File: config.mk
export PLATFORM = sky130hd
export DESIGN_NAME = router_output_channel
export DESIGN_NICKNAME = d
export VERILOG_FILES = /design/src/rtl/router_output_channel.sv
export SDC_FILE = /design/constraint.sdc
export NUM_CORES = 1
export LEC_CHECK = 0
export CORE_MARGIN = 1.5
export CORE_UTILIZATION = 45
export CTS_CLUSTER_DIAMETER = 100
export DETAILED_ROUTE_END_ITERATION = 8
export PLACE_DENSITY = 0.59
export SYNTH_ARGS = -nofsm -noshare
export SYNTH_HDL_FRONTEND = slang
export SYNTH_SLANG_ARGS = --single-unit
File: constraint.sdc
create_clock -name clock -period 6.1 [get_ports clock]
set_input_delay 0.61 -clock clock [delete_from_list [all_inputs] [get_ports clock]]
set_output_delay 0.61 -clock clock [all_outputs]
set_load 0.02 [all_outputs]
File: src/rtl/router_output_channel.sv
// ---------------------------------------------------------------------------
// router_output_channel
//
// Store-and-forward output buffer for one router channel. Bytes qualified by
// packet_valid_in are written into a circular byte FIFO. A packet becomes
// readable only after its parity byte has been stored (committed). The reader
// pops bytes with read_enb while vld_chan is high. suspend_data_in tells the
// packet source that free space is running low. overflow is a sticky flag
// that records a packet dropped because the FIFO filled up.
//
// Packet format: header {L[5:0], addr[1:0]}, L payload bytes, then one parity
// byte equal to the XOR of the header and all payload bytes.
//
// Optional feature macro: ROUTER_OUTPUT_CHANNEL_PARITY_CHECK_EN
//   defined   : the parity byte is checked and err pulses for one cycle on a
//               mismatch. The packet is committed either way.
//   undefined : no parity accumulator is built and err is tied low.
//
// Ports:
//   clock           in   single rising-edge clock
//   reset           in   asynchronous active-low reset
//   data_in         in   [7:0] byte stream from the input stage
//   packet_valid_in in   qualifies data_in
//   channel         out  [7:0] registered read data
//   vld_chan        out  at least one complete packet is stored
//   read_enb        in   reader pop request
//   err             out  one-cycle parity-error pulse
//   suspend_data_in out  free entries below SUSPEND_FREE
//   overflow        out  sticky packet-dropped flag
// ---------------------------------------------------------------------------
module router_output_channel #(
    parameter int DEPTH        = 128,
    parameter int AW           = 7,
    parameter int SUSPEND_FREE = 65
) (
    input  logic       clock,
    input  logic       reset,
    input  logic [7:0] data_in,
    input  logic       packet_valid_in,
    output logic [7:0] channel,
    output logic       vld_chan,
    input  logic       read_enb,
    output logic       err,
    output logic       suspend_data_in,
    output logic       overflow
);

    localparam logic [1:0] W_IDLE  = 2'd0;
    localparam logic [1:0] W_DATA  = 2'd1;
    localparam logic [1:0] W_PAR   = 2'd2;
    localparam logic [1:0] W_DRAIN = 2'd3;

    localparam logic [AW:0] DEPTH_V  = (AW+1)'(DEPTH);
    localparam logic [AW:0] SUSP_V   = (AW+1)'(SUSPEND_FREE);
    localparam logic [AW:0] PTR_ONE  = (AW+1)'(1);

    // Storage and state
    logic [7:0]  r_mem [DEPTH];
    logic [1:0]  r_state;
    logic [AW:0] r_wr_ptr;
    logic [AW:0] r_wr_start;
    logic [AW:0] r_wr_commit;
    logic [AW:0] r_rd_ptr;
    logic [5:0]  r_remain;
    logic [AW:0] r_pkt_count;
    logic [6:0]  r_rd_cnt;
    logic        r_rd_in_pkt;
    logic [7:0]  r_channel;
    logic        r_vld;
    logic        r_susp;
    logic        r_ovf;

    // Combinational helpers
    logic [AW:0] w_occ;
    logic [AW:0] w_free;
    logic        w_full;
    logic        w_wr_try;
    logic        w_wr_en;
    logic        w_ovf_ev;
    logic        w_commit;
    logic        w_pop;
    logic        w_last_pop;
    logic [7:0]  w_rd_byte;

    logic [1:0]  w_state_nxt;
    logic [AW:0] w_wr_ptr_nxt;
    logic [AW:0] w_wr_start_nxt;
    logic [AW:0] w_wr_commit_nxt;
    logic [5:0]  w_remain_nxt;
    logic        w_ovf_nxt;
    logic [AW:0] w_rd_ptr_nxt;
    logic [6:0]  w_rd_cnt_nxt;
    logic        w_rd_in_pkt_nxt;
    logic [7:0]  w_channel_nxt;
    logic [AW:0] w_pkt_count_nxt;

    assign w_occ      = r_wr_ptr - r_rd_ptr;
    assign w_free     = DEPTH_V - w_occ;
    assign w_full     = (w_occ == DEPTH_V);
    // Every state except W_DRAIN treats a qualified byte as a write attempt.
    assign w_wr_try   = packet_valid_in && (r_state != W_DRAIN);
    assign w_wr_en    = w_wr_try && !w_full;
    assign w_ovf_ev   = w_wr_try && w_full;
    assign w_commit   = w_wr_en && (r_state == W_PAR);
    // The commit-pointer term keeps uncommitted bytes out of reach even if the
    // packet counter were ever to disagree with the pointers.
    assign w_pop      = read_enb && (r_pkt_count != {(AW+1){1'b0}}) && (r_rd_ptr != r_wr_commit);
    assign w_rd_byte  = r_mem[r_rd_ptr[AW-1:0]];
    assign w_last_pop = w_pop && r_rd_in_pkt && (r_rd_cnt == 7'd1);

`ifdef ROUTER_OUTPUT_CHANNEL_PARITY_CHECK_EN
    logic [7:0] r_par_acc;
    logic [7:0] w_par_acc_nxt;
    logic       r_err;
    logic       w_err_nxt;

    function automatic logic [7:0] f_par_fold(input logic [7:0] acc, input logic [7:0] b);
        return acc ^ b;
    endfunction

    // Parity accumulator tracks the XOR of header and payload being written
    always_comb begin
        w_par_acc_nxt = r_par_acc;
        w_err_nxt     = 1'b0;
        if (w_wr_en && (r_state == W_IDLE)) begin
            w_par_acc_nxt = data_in;
        end else if (w_wr_en && (r_state == W_DATA)) begin
            w_par_acc_nxt = f_par_fold(r_par_acc, data_in);
        end else begin
            w_par_acc_nxt = r_par_acc;
        end
        if (w_commit) begin
            w_err_nxt = (data_in != r_par_acc);
        end else begin
            w_err_nxt = 1'b0;
        end
    end

    // Parity accumulator and error pulse registers
    always_ff @(posedge clock or negedge reset) begin
        if (!reset) begin
            r_par_acc <= 8'd0;
            r_err     <= 1'b0;
        end else begin
            r_par_acc <= w_par_acc_nxt;
            r_err     <= w_err_nxt;
        end
    end

    assign err = r_err;
`else
    assign err = 1'b0;
`endif

    // Write FSM next-state and write-pointer logic
    always_comb begin
        w_state_nxt     = r_state;
        w_wr_ptr_nxt    = r_wr_ptr;
        w_wr_start_nxt  = r_wr_start;
        w_wr_commit_nxt = r_wr_commit;
        w_remain_nxt    = r_remain;
        w_ovf_nxt       = r_ovf;
        case (r_state)
            W_IDLE: begin
                if (w_ovf_ev) begin
                    // Nothing of the new packet is stored yet, so the rewind
                    // point is the current write pointer.
                    w_wr_start_nxt = r_wr_ptr;
                    w_ovf_nxt      = 1'b1;
                    w_state_nxt    = W_DRAIN;
                end else if (w_wr_en) begin
                    w_wr_start_nxt = r_wr_ptr;
                    w_wr_ptr_nxt   = r_wr_ptr + PTR_ONE;
                    w_remain_nxt   = data_in[7:2];
                    if (data_in[7:2] == 6'd0) begin
                        w_state_nxt = W_PAR;
                    end else begin
                        w_state_nxt = W_DATA;
                    end
                end else begin
                    w_state_nxt = W_IDLE;
                end
            end
            W_DATA: begin
                if (w_ovf_ev) begin
                    w_wr_ptr_nxt = r_wr_start;
                    w_ovf_nxt    = 1'b1;
                    w_state_nxt  = W_DRAIN;
                end else if (w_wr_en) begin
                    w_wr_ptr_nxt = r_wr_ptr + PTR_ONE;
                    w_remain_nxt = r_remain - 6'd1;
                    if (r_remain == 6'd1) begin
                        w_state_nxt = W_PAR;
                    end else begin
                        w_state_nxt = W_DATA;
                    end
                end else begin
                    w_state_nxt = W_DATA;
                end
            end
            W_PAR: begin
                if (w_ovf_ev) begin
                    w_wr_ptr_nxt = r_wr_start;
                    w_ovf_nxt    = 1'b1;
                    w_state_nxt  = W_DRAIN;
                end else if (w_wr_en) begin
                    w_wr_ptr_nxt    = r_wr_ptr + PTR_ONE;
                    w_wr_commit_nxt = r_wr_ptr + PTR_ONE;
                    w_state_nxt     = W_DRAIN;
                end else begin
                    w_state_nxt = W_PAR;
                end
            end
            W_DRAIN: begin
                if (!packet_valid_in) begin
                    w_state_nxt = W_IDLE;
                end else begin
                    w_state_nxt = W_DRAIN;
                end
            end
            default: begin
                w_state_nxt = W_IDLE;
            end
        endcase
    end

    // Read side: pointer, per-packet byte counter and output data
    always_comb begin
        w_rd_ptr_nxt    = r_rd_ptr;
        w_rd_cnt_nxt    = r_rd_cnt;
        w_rd_in_pkt_nxt = r_rd_in_pkt;
        w_channel_nxt   = r_channel;
        if (w_pop) begin
            w_rd_ptr_nxt  = r_rd_ptr + PTR_ONE;
            w_channel_nxt = w_rd_byte;
            if (!r_rd_in_pkt) begin
                // Header: L payload bytes plus the parity byte remain.
                w_rd_cnt_nxt    = {1'b0, w_rd_byte[7:2]} + 7'd1;
                w_rd_in_pkt_nxt = 1'b1;
            end else if (r_rd_cnt == 7'd1) begin
                w_rd_cnt_nxt    = 7'd0;
                w_rd_in_pkt_nxt = 1'b0;
            end else begin
                w_rd_cnt_nxt    = r_rd_cnt - 7'd1;
                w_rd_in_pkt_nxt = 1'b1;
            end
        end else begin
            w_rd_ptr_nxt = r_rd_ptr;
        end
    end

    // Complete-packet count; commit and final pop together cancel out
    always_comb begin
        case ({w_commit, w_last_pop})
            2'b10:   w_pkt_count_nxt = r_pkt_count + PTR_ONE;
            2'b01:   w_pkt_count_nxt = r_pkt_count - PTR_ONE;
            default: w_pkt_count_nxt = r_pkt_count;
        endcase
    end

    // FIFO storage write port (contents are not reset)
    always_ff @(posedge clock) begin
        if (w_wr_en) begin
            r_mem[r_wr_ptr[AW-1:0]] <= data_in;
        end
    end

    // State, pointers, counters and registered outputs
    always_ff @(posedge clock or negedge reset) begin
        if (!reset) begin
            r_state     <= W_IDLE;
            r_wr_ptr    <= '0;
            r_wr_start  <= '0;
            r_wr_commit <= '0;
            r_rd_ptr    <= '0;
            r_remain    <= 6'd0;
            r_pkt_count <= '0;
            r_rd_cnt    <= 7'd0;
            r_rd_in_pkt <= 1'b0;
            r_channel   <= 8'd0;
            r_vld       <= 1'b0;
            r_susp      <= 1'b0;
            r_ovf       <= 1'b0;
        end else begin
            r_state     <= w_state_nxt;
            r_wr_ptr    <= w_wr_ptr_nxt;
            r_wr_start  <= w_wr_start_nxt;
            r_wr_commit <= w_wr_commit_nxt;
            r_rd_ptr    <= w_rd_ptr_nxt;
            r_remain    <= w_remain_nxt;
            r_pkt_count <= w_pkt_count_nxt;
            r_rd_cnt    <= w_rd_cnt_nxt;
            r_rd_in_pkt <= w_rd_in_pkt_nxt;
            r_channel   <= w_channel_nxt;
            r_vld       <= (w_pkt_count_nxt != {(AW+1){1'b0}});
            // Sampled from the occupancy the previous edge left behind.
            r_susp      <= (w_free < SUSP_V);
            r_ovf       <= w_ovf_nxt;
        end
    end

    assign channel         = r_channel;
    assign vld_chan        = r_vld;
    assign suspend_data_in = r_susp;
    assign overflow        = r_ovf;

endmodule

=== After elaboration in Yosys (flattened, before gate mapping) ===
Memory sizes are Yosys's and may differ from the RTL's.
Cells that the tools add are included.

* Register bits after elaboration: 67
* Memory bits (writable): 1,024
* Input bits: 12
* Output and inout port bits: 12
* Memories kept: 1

{| class="wikitable"
|+ Memories
! name !! words !! bits a word !! read ports !! clocked after Yosys merged registers in !! wr ports !! line !! source
|-
| r_mem || 128 || 8 || 1 || 0 || 1 || 58 || <nowiki>logic [7:0] r_mem [DEPTH];</nowiki>
|}

* Add/subtract/negate cells: 9
* $lt $le $gt $ge: 1
* Equality and inequality tests: 14
* Muxes and demuxes: 28
* Bitwise gates (word level): 1
* Reduce and logical (&&, ||, !) cells: 23

{| class="wikitable"
|+ Operators by type and width
! cell !! number
|-
| 8-bit two-way mux || 5
|-
| 8-bit case mux with 2 select lines || 2
|-
| 8-bit by 1-bit adder with 8-bit output, second input constant || 3
|-
| 6-bit two-way mux || 4
|-
| 8-bit nonzero test || 2
|-
| 2-bit two-way mux || 7
|-
| 7-bit two-way mux || 2
|-
| 6-bit case mux with 2 select lines || 1
|-
| 2-bit inequality test, second input constant || 5
|-
| 8-bit equality test, second input constant || 1
|-
| 1-bit logical AND || 8
|-
| 8-bit by 7-bit less-than comparator with 1-bit output, second input constant || 1
|-
| 8-bit inequality test || 1
|-
| 2-bit case mux with 4 select lines || 1
|-
| 8-bit by 1-bit subtractor with 8-bit output, second input constant || 1
|-
| 8-bit subtractor || 1
|-
| 8-bit subtractor, first input constant || 1
|-
| 6-bit by 1-bit adder with 7-bit output, second input constant || 1
|-
| 7-bit by 1-bit equality test with 1-bit output, second input constant || 1
|-
| 7-bit by 1-bit subtractor with 7-bit output, second input constant || 1
|-
| 2-bit equality test, second input constant || 3
|-
| 6-bit by 1-bit equality test with 1-bit output, second input constant || 1
|-
| 6-bit logical NOT || 1
|-
| 1-bit two-way mux || 6
|-
| 11 further kinds || 16
|}

=== Depth between registers and ports, before layout ===
Gate-level depths: netlist of run 1.

* Depth after elaboration: 8
* Depth in mapped cells: 27
* Depth with buffers taken out: 25

=== Worst setup path after synthesis of run 1 ===
Ideal clock, no wire load.

* Path kind: flip-flop to flip-flop
* Start: register r_rd_ptr[3]
* End: register r_vld, in the netlist vld_chan
* Library setup time: 0.126 ns
* Arrival: 5.158 ns
* Required time: 5.974 ns
* Path slack: 0.816 ns
* Stages on the path, launching flop included: 26
* Period minus slack after synthesis: 5.284 ns
* Cells stage by stage: dfrtp_1 buf_2 inv_2 buf_1 buf_2 ha_1 a21oi_1 o21ai_0 a21oi_1 xor2_1 o2111a_1 a21oi_1 and2_1 clkbuf_1 inv_1 ha_1 inv_1 fa_1 inv_1 a21oi_1 o21bai_1 xnor2_1 o21ai_0 or4_1 nor4_1 nand2b_1

* Longest elaborated chain between the ends: 8
* Elaborated cells between the ends (all ways): 13
* Classes of those cells: add/sub: 1; eq/ne: 4; mux: 1; reduce/logical: 7

{| class="wikitable"
|+ RTL lines
! what !! line !! source
|-
| from (decl) || 63 || <nowiki>logic [AW:0] r_rd_ptr;</nowiki>
|-
| from (signal assigned) || 289 || <nowiki>r_rd_ptr <= w_rd_ptr_nxt;</nowiki>
|-
| 8-bit subtractor || 97 || <nowiki>assign w_occ = r_wr_ptr - r_rd_ptr;</nowiki>
|-
| 8-bit equality test || 99 || <nowiki>assign w_full = (w_occ == DEPTH_V);</nowiki>
|-
| 1-bit logical NOT || 102 || <nowiki>assign w_wr_en = w_wr_try && !w_full;</nowiki>
|-
| 1-bit logical AND || 102 ||
|-
| 1-bit logical AND || 104 || <nowiki>assign w_commit = w_wr_en && (r_state == W_PAR);</nowiki>
|-
| 2-bit by 1-bit equality test with 1-bit output or 2-bit equality test (tied branches) || 254 || <nowiki>case ({w_commit, w_last_pop})</nowiki>
|-
| 8-bit case mux with 2 select lines * || 254 ||
|-
| via w_pkt_count_nxt[4] || 95 || <nowiki>logic [AW:0] w_pkt_count_nxt;</nowiki>
|-
| 8-bit nonzero test * || 295 || <nowiki>r_vld <= (w_pkt_count_nxt != {(AW+1){1'b0}});</nowiki>
|-
| to (signal assigned) || 295 ||
|-
| to (decl) || 69 || <nowiki>logic r_vld;</nowiki>
|}

The timed path passes the listed nets; every way through them passes the cells marked *.
A chain may end at the register's enable or synchronous reset.

=== Worst setup path after layout of run 1 ===
* Start: register r_wr_ptr[0]
* End: register r_vld, in the netlist vld_chan

* Longest elaborated chain between the ends: 8
* Elaborated cells between the ends (all ways): 9
* Classes of those cells: add/sub: 1; eq/ne: 3; mux: 1; reduce/logical: 4

{| class="wikitable"
|+ RTL lines
! what !! line !! source
|-
| from (decl) || 60 || <nowiki>logic [AW:0] r_wr_ptr;</nowiki>
|-
| from (signal assigned) || 286 || <nowiki>r_wr_ptr <= w_wr_ptr_nxt;</nowiki>
|-
| 8-bit subtractor * || 97 ||
|-
| 8-bit equality test * || 99 ||
|-
| 1-bit logical NOT * || 102 ||
|-
| 1-bit logical AND * || 102 ||
|-
| 1-bit logical AND * || 104 ||
|-
| 2-bit by 1-bit equality test with 1-bit output or 2-bit equality test (tied branches) || 254 ||
|-
| 8-bit case mux with 2 select lines * || 254 ||
|-
| via w_pkt_count_nxt[4] || 95 ||
|-
| 8-bit nonzero test * || 295 ||
|}

Marks and branches as above.

==> qor.yml, run 1 <==
post_cts_buffers: 0
required_ns: 6.70
hold_viol_final: 0
reg2reg_depth: 24
tightest_slew_ns: 1.13
vias_per_cell: 6.00
hpwl_um: 66800
insertion_delay_ns: 0.72
grt_remaining_overflow: 0
die_h_um: 315
ys_types: 77
worstSetupStartpointType: "flip-flop"
leakagePower_uw: 0.0157
firstDrtPassIters: 5
netlist_instances: 2242
synth-seq-cells: 1091
gp_congestion: 0.852
port_buffers: 22
instances_no_fill: 3684
peakVddDrop_mv: 0.437
cts-hold-fix-buffers: 0
start_util: 0.454
yosysSeqAreaShare: 0.740
synthTopCellsByCount: "edfxtp_1 (1024), mux4_2 (245), nor2_1 (159), dfrtp_1 (67), mux2i_1 (67)"
worstPathMaxFanout: 11
final_util: 0.508
grt_pass1_vias: 22480
drive_gt1_frac: 0.216
vias: 22111
die-width_um: 315
placed_cells: 3477
timing.setup.tns_ns: 0
clock-sinks: 1091
drcViolationCount: 0
ant_nets: 0
wl_per_cell_um: 29.6
antenna_found_initial: 2
synth_top_cell_by_area: "edfxtp_1"
finalCriticalPeriod_ns: 5.63
yosysWarningCount: 0
outcome: "finished clean"
max_freq_mhz: 178
max_slew_margin: 0.249
post-route-period-util: 0.923
clockBufferDepth: 3
rsz0062_at_grt: "no"
yosysTopAreaCellShare: 0.701
groute.usage.overall: 0.223
fin_ws_ns: 0.470
reg2reg_from: "r_wr_ptr[0]$_DFFE_PN0P_"
post-synth-top-count-cell: "edfxtp_1"
synth_edf_count: 1024
power_density_nw_per_um2: 439
drt_iter0_drc: 2653
maxCapViolCount: 0
cts.htree.levels: 3
grt_pass1_wl_um: 159000
finalMaxSlewViolations: 0
min_path_type: "in -> async"
clkTransAtPathRegs_ns: 0.06
cts-root-buf: "clkbuf_16"
numCtsBuffers: 109
cts_tree: "built"
dp_slack_ns: 0.534
io-pin-count: 24
timing.rr.end: "vld_chan$_DFF_PN0_"
rrSetupSlack_ns: 0.47
synthFlopType: "edfxtp_1"
setup-violations-final: 0
end_kind: "flip-flop"
synthTopCellsByArea: "edfxtp_1 (70%), mux4_2 (13%), dfrtp_1 (3.8%)"
critPathKind: "reg -> reg"
synth_nets: 2281
nets: 2351
wirelength_um: 109000
post_cts_resize_count: 0
synthArstFlopShare: 0.0614
dieArea_sq_um: 99300
fin_worst_skew_ns: 0.0429
grt_max_degree: 118
netlist_area_sq_um: 43800
worstPathArrival_ns: 6.23
num_rows: 114
area_growth_pct: 12.0
core_sq_um: 96600
synth.avg_cell_area_sq_um: 19.6
kinds of logic (layout without fill, tap and decap cells):
family,Yosys count,count (layout),synth area share
compound gates,258,258,0.0404
mux,335,335,0.149
xor+xnor,37,37,0.00739
fa+ha+maj,27,27,0.00805
other cells,1,2,0.0000855
simple gates,332,332,0.0352
flops,1091,1091,0.740
buf+inv,161,326,0.0200
cell usage in the layout, fill, tap and decap left out, types with 14 or more instances in the layout:
master	instances
a211oi_1	14
a21oi_1	58
a221oi_1	15
a22oi_1	39
buf_4	71
clkbuf_1	25
clkbuf_16	111
clkinv_1	18
clkinv_2	22
dfrtp_1	64
edfxtp_1	1024
ha_1	25
inv_1	30
mux2_2	17
mux2i_1	67
mux4_2	245
nand2_1	57
nand3_1	23
nor2_1	158
o21ai_0	40
xnor2_1	21
xor2_1	16
worst max path at each step:
stage                       startpoint                  to  cells past startpoint  slack, ns
2_1_floorplan  r_rd_ptr[3]$_DFFE_PN0P_  vld_chan$_DFF_PN0_                     25       0.82
3_3_place_gp   r_wr_ptr[0]$_DFFE_PN0P_  vld_chan$_DFF_PN0_                     24       0.77
3_5_place_dp   r_wr_ptr[0]$_DFFE_PN0P_  vld_chan$_DFF_PN0_                     24       0.53
4_1_cts        r_wr_ptr[0]$_DFFE_PN0P_  vld_chan$_DFF_PN0_                     24       0.55
5_1_grt        r_wr_ptr[0]$_DFFE_PN0P_  vld_chan$_DFF_PN0_                     24      0.003
6_report       r_wr_ptr[0]$_DFFE_PN0P_  vld_chan$_DFF_PN0_                     24       0.47
per-stage QoR:
stage	hold WS, ns	cell area (sq um)	power, uW
after floorplan	0.314	43800	12900
after global placement	0.447	45400	14900
after detailed placement	0.450	45400	14900
after CTS	0.0514	49100	21700
after global routing	0.0976	49100	22300
final	0.0216	49100	21600
worst max-delay path, cell delays in order, from the launching register on:
cell,delay (ns)
dfrtp_1,0.48
inv_1,0.21
ha_1,0.21
inv_1,0.06
fa_1,0.41
a21o_1,0.18
a21oi_1,0.23
o21ai_0,0.12
a21oi_1,0.21
xor2_1,0.23
o2111a_1,0.28
a21oi_2,0.08
and2_1,0.27
inv_1,0.16
ha_1,0.43
inv_1,0.14
fa_1,0.43
inv_1,0.08
a21oi_1,0.06
o21bai_1,0.21
xnor2_1,0.14
o21ai_0,0.11
or4_1,0.56
nor4_1,0.19
nand2b_1,0.08
where the power goes:
group          leakage (uW)  switching (uW)  internal (uW)  total (uW)
Combinational       0.00392            3580           2480        6060
Clock               0.00177            2880           3930        6810
Sequential           0.0100             199           8490        8690
Total                0.0157            6650          14900       21600
cell type report:
class / instances / area [sq um]
inverter: 33 / 124
sequential: 1091 / 32400
antenna: 1 / 2.50
fill: 7631 / 47500
multi-input combinational: 990 / 10600
clock inverter: 68 / 744
timing repair buffer: 87 / 723
clock buffer: 138 / 2900
tap: 1276 / 1600
per-layer routing:
metal | wire length (um) | track usage | share of wire
met3 | 7860 | 0.0382 | 0.072
met5 | 9 | 0 | 0.000083
met1 | 46200 | 0.322 | 0.42
met2 | 52000 | 0.349 | 0.48
met4 | 2930 | 0.0680 | 0.027
state kept, by name (all words and copies together), names as in the netlist:
signal	flops
overflow	1
channel	8
vld_chan	1
r_rd_cnt	7
r_mem	1024
r_rd_ptr	8
r_state	2
r_wr_commit	8
r_rd_in_pkt	1
r_wr_ptr	8
suspend_data_in	1
r_pkt_count	8
r_remain	6
r_wr_start	8
No activity file was read; power rests on OpenSTA's default activity.
==> run 2, diff against run 1 <==
==> constraint.sdc (replaced) <==
create_clock -name clock -period 6.1 [get_ports clock]
set_input_delay 0.61 -clock clock [delete_from_list [all_inputs] [get_ports clock]]
set_output_delay 0.61 -clock clock [all_outputs]
set_load 0.01 [all_outputs]
==> results of run 2 <==
Same layout as run 1 (identical final DEF). Status: finished clean.
Among the figures that moved: total power 21600 uW -> 21500 uW
==> run 3, diff against run 2 <==
--- a/config.mk
+++ b/config.mk
@@ -5,11 +5,14 @@
 export SDC_FILE = /design/constraint.sdc
 export NUM_CORES = 1
 export LEC_CHECK = 0
+export CELL_PAD_IN_SITES_DETAIL_PLACEMENT = 2
+export CELL_PAD_IN_SITES_GLOBAL_PLACEMENT = 2
 export CORE_MARGIN = 1.5
 export CORE_UTILIZATION = 45
 export CTS_CLUSTER_DIAMETER = 100
 export DETAILED_ROUTE_END_ITERATION = 8
-export PLACE_DENSITY = 0.59
+export MAX_ROUTING_LAYER = met4
+export PLACE_DENSITY = 0.71
 export SYNTH_ARGS = -nofsm -noshare
 export SYNTH_HDL_FRONTEND = slang
 export SYNTH_SLANG_ARGS = --single-unit
==> run 3 against run 2 <==
  * Clock power grew 2%
  * Clock skew is 0.011 ns higher
  * Final cell count is 0.16% higher
  * Largest power group unchanged
  * Worst setup slack improved by 0.025 ns
  * First-iteration DRC count is 5.4% higher
  * Clock-buffer cell count is 4 higher
  * Die area unchanged
  * Utilization decreased by 0.11 points
  * Final area is 0.22% lower
  * Combinational power up 6.8%
==> qor.yml, run 3 (synthesized netlist as in run 1, its figures left out) <==
maxCapViolCount: 0  # unchanged
vias_per_cell: 6.50  # was 6.00
end_kind: "flip-flop"  # unchanged
crit_family: "compound AO/OA/AOI/OAI gates"  # unchanged
largest_register_ffs: 1024  # unchanged
finalCriticalPeriod_ns: 5.60  # was 5.63 ns
setup-violations-final: 0  # unchanged
num_rows: 114  # unchanged
gp_congestion: 0.810  # was 0.852
path_cells: "inv_1 -> ha_1 -> inv_1 -> fa_1 -> a21o_1 -> a21oi_1 -> o21ai_0 -> a21oi_1 -> xor2_1 -> o2111a_1 -> a21oi_2 -> and2_1 -> inv_1 -> ha_2 -> inv_1 -> fa_1 -> inv_1 -> a21oi_1 -> o21bai_1 -> xnor2_1 -> o21ai_0 -> or4_1 -> nor4_1 -> nand2b_1"  # was inv_1 -> ha_1 -> inv_1 -> fa_1 -> a21o_1 -> a21oi_1 -> o21ai_0 -> a21oi_1 -> xor2_1 -> o2111a_1 -> a21oi_2 -> and2_1 -> inv_1 -> ha_1 -> inv_1 -> fa_1 -> inv_1 -> a21oi_1 -> o21bai_1 -> xnor2_1 -> o21ai_0 -> or4_1 -> nor4_1 -> nand2b_1
max_slew_margin: 0.234  # was 0.249
post_cts_buffers: 0  # unchanged
swShare: 0.332  # was 0.308
drcViolationCount: 0  # unchanged
seqPwrFrac: 0.393  # was 0.403
cp_num_buf_inv: 5  # unchanged
antenna_found_initial: 9  # was 2
final_util: 0.507  # was 0.508
crit_slowest_cell: "or4_1"  # unchanged
clkTransAtPathRegs_ns: 0.07  # was 0.06 ns
grt_remaining_overflow: 0  # unchanged
grt_pass1_wl_um: 199000  # was 159000 um
wl_per_cell_um: 38.9  # was 29.6 um
p_comb_frac: 0.292  # was 0.280
final_area_sq_um: 49000  # was 49100 sq um
dpl_cell_area_sq_um: 45400  # about the same
numCtsBuffers: 117  # was 109
wirelength_um: 143000  # was 109000 um
pwr-share-clk: 0.315  # was 0.316
required_ns: 6.68  # was 6.70 ns
fin_worst_skew_ns: 0.0534  # was 0.0429 ns
rsz0062_at_grt: "no"  # unchanged
timing.setup.tns_ns: 0  # unchanged
grt_pass1_vias: 25435  # was 22.5k
nets: 2348  # was 2351
critPathKind: "reg -> reg"  # unchanged
finalMaxSlewViolations: 0  # unchanged
leakagePower_uw: 0.0156  # was 0.0157 uW
firstDrtPassIters: 5  # unchanged
reg2reg_from: "r_wr_ptr[0]$_DFFE_PN0P_"  # unchanged
peakVddDrop_mv: 0.313  # was 0.437 mV
worstSetupStartpointType: "flip-flop"  # unchanged
hold_viol_final: 0  # unchanged
cts.htree.levels: 3  # unchanged
vias: 23983  # was 22.1k
clockBufferDepth: 3  # unchanged
area_growth_pct: 11.7  # was 12.0%
crit_path_max_incr_delay_ns: 0.54  # was 0.56 ns
io-pin-count: 24  # unchanged
core_sq_um: 96600  # unchanged
insertion_delay_ns: 0.74  # was 0.72 ns
cpMostUsedCell: "inv_1"  # unchanged
drive_gt1_frac: 0.208  # was 0.216
layout_common_cells: "edfxtp_1 (1024), mux4_2 (245), nor2_1 (158)"  # unchanged
cts-hold-fix-buffers: 0  # unchanged
min_path_type: "in -> async"  # unchanged
whs_ns: 0.0450  # was 0.0216 ns
port_buffers: 22  # unchanged
outcome: "finished clean"  # unchanged
hpwl_um: 83400  # was 66800 um
cts_tree: "built"  # unchanged
timing.rr.end: "vld_chan$_DFF_PN0_"  # unchanged
tightest_slew_ns: 1.14  # was 1.13 ns
max_freq_mhz: 178  # about the same
clock-sinks: 1091  # unchanged
final_common_cell: "edfxtp_1"  # unchanged
grt_max_degree: 123  # was 118
drt_iter0_drc: 2797  # was 2653
groute.usage.overall: 0.294  # was 0.223
worstPathMaxFanout: 11  # unchanged
power_switching_uw: 7340  # was 6630 uW
rrSetupSlack_ns: 0.50  # was 0.47 ns
post_cts_resize_count: 0  # unchanged
power_density_nw_per_um2: 452  # was 439 nW/um^2
cts-root-buf: "clkbuf_16"  # unchanged
p_int_uw: 14800  # was 14900 uW
start_util: 0.454  # unchanged
worstPathArrival_ns: 6.19  # was 6.23 ns
reg2reg_depth: 24  # unchanged
post-route-period-util: 0.919  # was 0.923
die-width_um: 315  # unchanged
dieArea_sq_um: 99300  # unchanged
ant_nets: 0  # unchanged
die_h_um: 315  # unchanged
==> run 3: worst max path at each step <==
stage / endpoint / from / cells after the start / slack, ns
4_1_cts: vld_chan$_DFF_PN0_ / r_wr_ptr[0]$_DFFE_PN0P_ / 24 / 0.34
6_report: vld_chan$_DFF_PN0_ / r_wr_ptr[0]$_DFFE_PN0P_ / 24 / 0.50
3_5_place_dp: vld_chan$_DFF_PN0_ / r_wr_ptr[0]$_DFFE_PN0P_ / 24 / 0.48
2_1_floorplan: vld_chan$_DFF_PN0_ / r_rd_ptr[3]$_DFFE_PN0P_ / 25 / 0.82
3_3_place_gp: vld_chan$_DFF_PN0_ / r_wr_ptr[0]$_DFFE_PN0P_ / 24 / 0.64
5_1_grt: vld_chan$_DFF_PN0_ / r_wr_ptr[0]$_DFFE_PN0P_ / 24 / 0.09
==> run 3: layout make-up <==
type,count,area (sq um)
diodes,7,17.5
well taps,1276,1600
multi-input cells,990,10600
clock inverters,75,512
clock buffers,142,3070
flip-flops and latches,1091,32400
repair buffers,76,653
fillers,8392,47600
inverters,33,124
==> run 3: worst reg2reg max path, delay by kind of cell, from the launching register on <==
kind	cells	cell delay [ns]
simple gates	4	1.13
fa+ha+maj	4	1.39
buf+inv	5	0.63
xor+xnor	2	0.35
compound gates	9	1.50
flops	1	0.50
==> run 3: power groups by stage <==
stage	Sequential, uW	Clock (uW)	Combinational, uW
after floorplan	8760	0	4150
after global placement	8810	0	6060
after detailed placement	8850	0	6320
after CTS	8710	6980	6410
after global routing	8730	7250	6750
final	8710	6970	6450
==> run 3: metal layers <==
layer | part of all wire | GRT usage | vias up
met2 | 0.50 | 0.478 | 1257
met3 | 0.070 | 0.0507 | 304
met1 | 0.39 | 0.375 | 13083
met5 | 0 | - | -
li1 | - | - | 9339
met4 | 0.041 | 0.0991 | 0
==> run 3: per-stage QoR <==
step / instances / setup slack [ns] / total power, uW
6_report: 3690 / 0.495 / 22100
3_3_place_gp: 3466 / 0.641 / 14900
4_1_cts: 3683 / 0.343 / 22100
5_1_grt: 3690 / 0.0892 / 22700
3_5_place_dp: 3466 / 0.477 / 15200
2_1_floorplan: 2242 / 0.816 / 12900
